File: src/rtl/fir16_out_stage.sv
// Output conditioning for the 16-tap FIR: valid realignment, warm-up discard, decimation,
// Q6.30 -> Q1.15 round/saturate and a small FWFT FIFO. Define FIR16_OUT_STATS_EN for counters.
module fir16_out_stage #(
    parameter int LAT     = 3,
    parameter int WARMUP  = 15,
    parameter int DECIM   = 1,
    parameter int FIFO_AW = 2
) (
    input  logic        clk,
    input  logic        reset,
    input  logic        in_valid,
    input  logic [35:0] y_in,
    output logic [15:0] out_data,
    output logic        out_valid,
    input  logic        out_ready,
    output logic        overflow,
    output logic        sat_flag
`ifdef FIR16_OUT_STATS_EN
    ,
    output logic [15:0] sat_count,
    output logic [15:0] drop_count
`endif
);

    localparam int WW    = (WARMUP < 1) ? 1 : $clog2(WARMUP + 1);
    localparam int DW    = (DECIM <= 1) ? 1 : $clog2(DECIM);
    localparam int DEPTH = 1 << FIFO_AW;
    localparam int CW    = FIFO_AW + 1;

    logic [LAT-1:0]     vline_q, vline_d;
    logic [WW-1:0]      warm_q, warm_d;
    logic [DW-1:0]      dec_q, dec_d;
    logic [15:0]        qdata_q, qdata_d;
    logic               qvalid_q, qvalid_d;
    logic [15:0]        mem_q [DEPTH];
    logic [FIFO_AW-1:0] wr_ptr_q, wr_ptr_d;
    logic [FIFO_AW-1:0] rd_ptr_q, rd_ptr_d;
    logic [CW-1:0]      cnt_q, cnt_d;
    logic               ovf_q, ovf_d;
    logic               sat_q, sat_d;

    logic        av, warm_done, post, keep, sat, full, do_pop, do_push, drop;
    logic [36:0] r;
    logic        unused_r_low;

    assign av        = vline_q[LAT-1];
    assign warm_done = (warm_q == WW'(WARMUP));
    assign post      = av & warm_done;
    assign keep      = post & (dec_q == '0);

    // Round half up at bit 14, then check that the integer bits fit a Q1.15 sign.
    assign r            = {y_in[35], y_in} + 37'd16384;
    assign sat          = !((&r[36:30]) || !(|r[36:30]));
    assign unused_r_low = ^r[14:0];

    assign full    = (cnt_q == CW'(DEPTH));
    assign do_pop  = (cnt_q != '0) & out_ready;
    assign do_push = qvalid_q & (!full | do_pop);
    assign drop    = qvalid_q & full & !do_pop;

    always_comb begin
        vline_d    = vline_q << 1;
        vline_d[0] = in_valid;

        warm_d = warm_q;
        if (av && !warm_done) begin
            warm_d = warm_q + 1'b1;
        end

        dec_d = dec_q;
        if (post) begin
            dec_d = (dec_q == DW'(DECIM - 1)) ? '0 : dec_q + 1'b1;
        end

        qvalid_d = keep;
        qdata_d  = qdata_q;
        if (keep) begin
            if (sat) begin
                qdata_d = r[36] ? 16'h8000 : 16'h7FFF;
            end else begin
                qdata_d = r[30:15];
            end
        end

        wr_ptr_d = do_push ? wr_ptr_q + 1'b1 : wr_ptr_q;
        rd_ptr_d = do_pop  ? rd_ptr_q + 1'b1 : rd_ptr_q;
        cnt_d    = cnt_q + {{FIFO_AW{1'b0}}, do_push} - {{FIFO_AW{1'b0}}, do_pop};

        ovf_d = ovf_q | drop;
        sat_d = sat_q | (keep & sat);
    end

    always_ff @(posedge clk or negedge reset) begin
        if (!reset) begin
            vline_q  <= '0;
            warm_q   <= '0;
            dec_q    <= '0;
            qdata_q  <= '0;
            qvalid_q <= 1'b0;
            wr_ptr_q <= '0;
            rd_ptr_q <= '0;
            cnt_q    <= '0;
            ovf_q    <= 1'b0;
            sat_q    <= 1'b0;
            for (int i = 0; i < DEPTH; i++) begin
                mem_q[i] <= '0;
            end
        end else begin
            vline_q  <= vline_d;
            warm_q   <= warm_d;
            dec_q    <= dec_d;
            qdata_q  <= qdata_d;
            qvalid_q <= qvalid_d;
            wr_ptr_q <= wr_ptr_d;
            rd_ptr_q <= rd_ptr_d;
            cnt_q    <= cnt_d;
            ovf_q    <= ovf_d;
            sat_q    <= sat_d;
            if (do_push) begin
                mem_q[wr_ptr_q] <= qdata_q;
            end
        end
    end

    assign out_data  = mem_q[rd_ptr_q];
    assign out_valid = (cnt_q != '0);
    assign overflow  = ovf_q;
    assign sat_flag  = sat_q;

`ifdef FIR16_OUT_STATS_EN
    logic [15:0] sat_cnt_q, sat_cnt_d;
    logic [15:0] drop_cnt_q, drop_cnt_d;

    always_comb begin
        sat_cnt_d  = sat_cnt_q;
        drop_cnt_d = drop_cnt_q;
        if (keep && sat && sat_cnt_q != 16'hFFFF) begin
            sat_cnt_d = sat_cnt_q + 16'd1;
        end
        if (drop && drop_cnt_q != 16'hFFFF) begin
            drop_cnt_d = drop_cnt_q + 16'd1;
        end
    end

    always_ff @(posedge clk or negedge reset) begin
        if (!reset) begin
            sat_cnt_q  <= '0;
            drop_cnt_q <= '0;
        end else begin
            sat_cnt_q  <= sat_cnt_d;
            drop_cnt_q <= drop_cnt_d;
        end
    end

    assign sat_count  = sat_cnt_q;
    assign drop_count = drop_cnt_q;
`endif

endmodule

File: config.mk
export PLATFORM = sky130hd
export DESIGN_NAME = fir16_out_stage
export DESIGN_NICKNAME = d
export VERILOG_FILES = /design/src/rtl/fir16_out_stage.sv
export SDC_FILE = /design/constraint.sdc
export NUM_CORES = 1
export LEC_CHECK = 0
export ABC_AREA = 1
export BUFFER_PORTS_ARGS = -buffer_cell sky130_fd_sc_hd__buf_2
export CORE_MARGIN = 2
export CORE_UTILIZATION = 30
export CTS_CLUSTER_DIAMETER = 120
export DETAILED_ROUTE_END_ITERATION = 7
export GPL_ROUTABILITY_DRIVEN = 0
export PLACE_DENSITY = 0.55
export SYNTH_ARGS = -nofsm -noshare
export SYNTH_HDL_FRONTEND = slang
export SYNTH_SLANG_ARGS = --single-unit
File: constraint.sdc
create_clock -name clk -period 1.76 [get_ports clk]
set_input_delay 0.44 -clock clk [delete_from_list [all_inputs] [get_ports clk]]
set_output_delay 0.44 -clock clk [all_outputs]
set_load 0.01 [all_outputs]
==> impl_results.md <==
* Outcome: finished, violations left
* Violated checks: setup timing
* Ys async rst share at 1.00
* Final TNS setup at -2140 ps
* Area leader, netlist: dfrtp_1
* Nets at 679
* Avg Cell Area, Syn at 9.56 sq um
* H-tree depth at 3
* Crit-path max FO at 8
* Clk_lat worst skew at 350 ps
* Setup violations, final at 16
* Post-Syn Nets at 559
* Lkg Pwr at 0.00328 uW
* # IOs at 59
* Clk slew on worst S/H paths at 70 ps
* Max clock buf depth at 2
* Layout fillers at 1534
* Top FF cell, synth: dfrtp_1
* Period utilization at 1.09
* Hpwl dp at 8180 um
* Overall power at 10200 uW
* DRT Wirelength at 12100 um
* Antenna diodes at 0
* HP Class: input pin to asynchronous set/reset pin
* Tmin final at 1920 ps
* Placed Area at 0.00590 sq mm
* CTS tree: done
* Initial Utilization at 0.307
* Unique masters post-synth at 31
* Fin area at 0.00686 sq mm
* Area contributors post-synth: dfrtp_1, mux2_2, nand2_1
* Initial DRC count at 172
* # port buffers at 44
* CTS root buf: clkbuf_16
* GRT Total Usage at 0.146
* Maxcap violations at 0
* Clock Skew at 5.22 ps
* Slew Viols, Final at 0
* Tightest Pin Transition at 391 ps
* Drt drc at 0
* Footprint of the multi-input gates at 0.00270 sq mm
* Worst setup margin at -162 ps
* Cell Area, Synth at 0.00488 sq mm
* Crit path required time at 1320 ps
* Reg area at 0.00243 sq mm
* CP Capture Type: output pin
* Synth top cells by count: nand2_1, dfrtp_1, mux2_2, nor2_1, o21ai_0
* Vias per cell at 4.60
* Crit Path Class: flop to output pin
* Count leader, synth: nand2_1
* Register area share after synthesis at 0.498
* Mapped Cells at 510
* First-pass GRT wire length at 20200 um
* Yosys warnings at 0
* Die area at 0.0173 sq mm
* Die width at 132 um
* PD cells at 1490 mW/mm^2
* Data arrival, critical path at 1480 ps
* Top-area cell type share of the netlist area at 0.498
* Drt wl/cell at 14.2 um
* Via Count at 3915
* Largest net degree at the start of global routing at 41
* RSZ-0062 raised after global routing: true
* GRT overflow at 0
* Relative slew slack at 0.740
* Number of flops mapped to enable cells by yosys at 0
* Final hold vios at 0
* CTS Sinks at 97
* FF+latch count, synth at 97
* Peak VDD IR at 645 uV
* Initial antenna violation count at 0
* Total CTS buffers at 9
* F_max at 520 MHz
* Critical Path Source Type: flop
* Core Footprint at 0.0159 sq mm
* Share of cells above drive strength 1 at 0.482
* First-pass DRT Iterations at 4
* Num rows at 46
* Vias in the first global route at 4045
* Die H at 132 um
* Syn-to-layout area delta at 40.7%
* Detail Route Antenna Nets at 0
-- cell usage in the layout, fill, tap and decap left out, drive strengths merged --
master | synthesis | layout
a21oi | 4 | 4
and2 | 1 | 1
buf | 7 | 124
bufinv | 0 | 2
clkbuf | 10 | 9
clkinv | 1 | 6
dfrtp | 97 | 97
fa | 1 | 1
ha | 8 | 8
inv | 28 | 28
mux2 | 64 | 64
nand2 | 132 | 133
nand3 | 11 | 12
nand3b | 1 | 1
nand4 | 1 | 1
nor2 | 67 | 67
nor3 | 1 | 1
o21ai | 36 | 36
o21bai | 3 | 3
o22ai | 16 | 16
xnor2 | 9 | 9
xor2 | 12 | 12
-- routing by layer --
| metal | vias up | GRT usage | part of all wire |
|---|---|---|---|
| met1 | 1920 | 0.183 | 0.45 |
| met4 | 0 | 0.0393 | 0.013 |
| met2 | 53 | 0.251 | 0.51 |
| met3 | 13 | 0.0340 | 0.031 |
| met5 | - | 0 | 0 |
| li1 | 1929 | - | - |
-- metrics by stage --
stage | hold slack, ps | setup WS (ps) | std cells | utilization
4_1_cts | 16.0 | -192 | 845 | 0.407
2_1_floorplan | 144 | -52.4 | 510 | -
5_1_grt | 32.1 | -207 | 851 | 0.432
3_3_place_gp | 334 | -262 | 822 | 0.371
3_5_place_dp | 341 | -306 | 822 | 0.371
6_report | 13.0 | -162 | 851 | 0.432
-- sequential cells by signal, indices dropped and copies added, names as in the netlist --
register / count
mem_q: 64
qdata_q: 16
warm_q: 4
cnt_q: 3
vline_q: 3
rd_ptr_q: 2
wr_ptr_q: 2
overflow: 1
qvalid_q: 1
sat_flag: 1
-- where the power goes --
group / leakage, uW / internal (uW) / switching (uW) / total, uW
sequential: 0.00124 / 3010 / 728 / 3740
combinational: 0.00188 / 2220 / 2130 / 4340
clock: 0.000160 / 1260 / 866 / 2130
total: 0.00328 / 6490 / 3720 / 10200
-- cell families after synthesis --
kind of cell / after synthesis / synth area share
buf+inv: 46 / 0.0418
simple gates: 214 / 0.184
compound gates: 59 / 0.0662
fa+ha+maj: 9 / 0.0246
flops: 97 / 0.498
mux: 64 / 0.148
xor+xnor: 21 / 0.0377
-- path summary, 6_finish.rpt --
path / cells past startpoint / end / slack (ps) / startpoint
max: 5 / out_data[13] / -160 / rd_ptr_q[0]$_DFFE_PN0P_
min: 1 / cnt_q[0]$_DFF_PN0_ / 10 / reset
max reg2reg: 7 / cnt_q[2]$_DFF_PN0_ / 20 / cnt_q[0]$_DFF_PN0_
min reg2reg: 0 / vline_q[1]$_DFF_PN0_ / 350 / vline_q[0]$_DFF_PN0_
max in group asynchronous: 2 / qdata_q[11]$_DFFE_PN0P_ / 1210 / reset
min in group clk: 1 / vline_q[0]$_DFF_PN0_ / 190 / in_valid
-- worst max-delay path, cell delays in order (launching register included) --
cell and delay, ps:
dfrtp_2 450, buf_6 150, buf_12 140, o21ai_2 140
o22ai_2 100, buf_2 150
-- area by class of cell --
class | instances | area share
Clock buffer | 9 | 0.0328
Clock inverter | 7 | 0.0151
Inverter | 29 | 0.0166
Multi-Input combinational cell | 369 | 0.394
Sequential cell | 97 | 0.354
Tap cell | 216 | 0.0394
Timing Repair Buffer | 124 | 0.148
-- repair_timing --
item | CTS | global route
gates resized for setup | 54 | 104
pin swaps | 11 | 45
setup endpoints to repair | 18 | 34
gates cloned | 3 | 2
hold buffers | 0 | 0
setup buffers | 4 | 4
(Power assumes the default switching activity.)
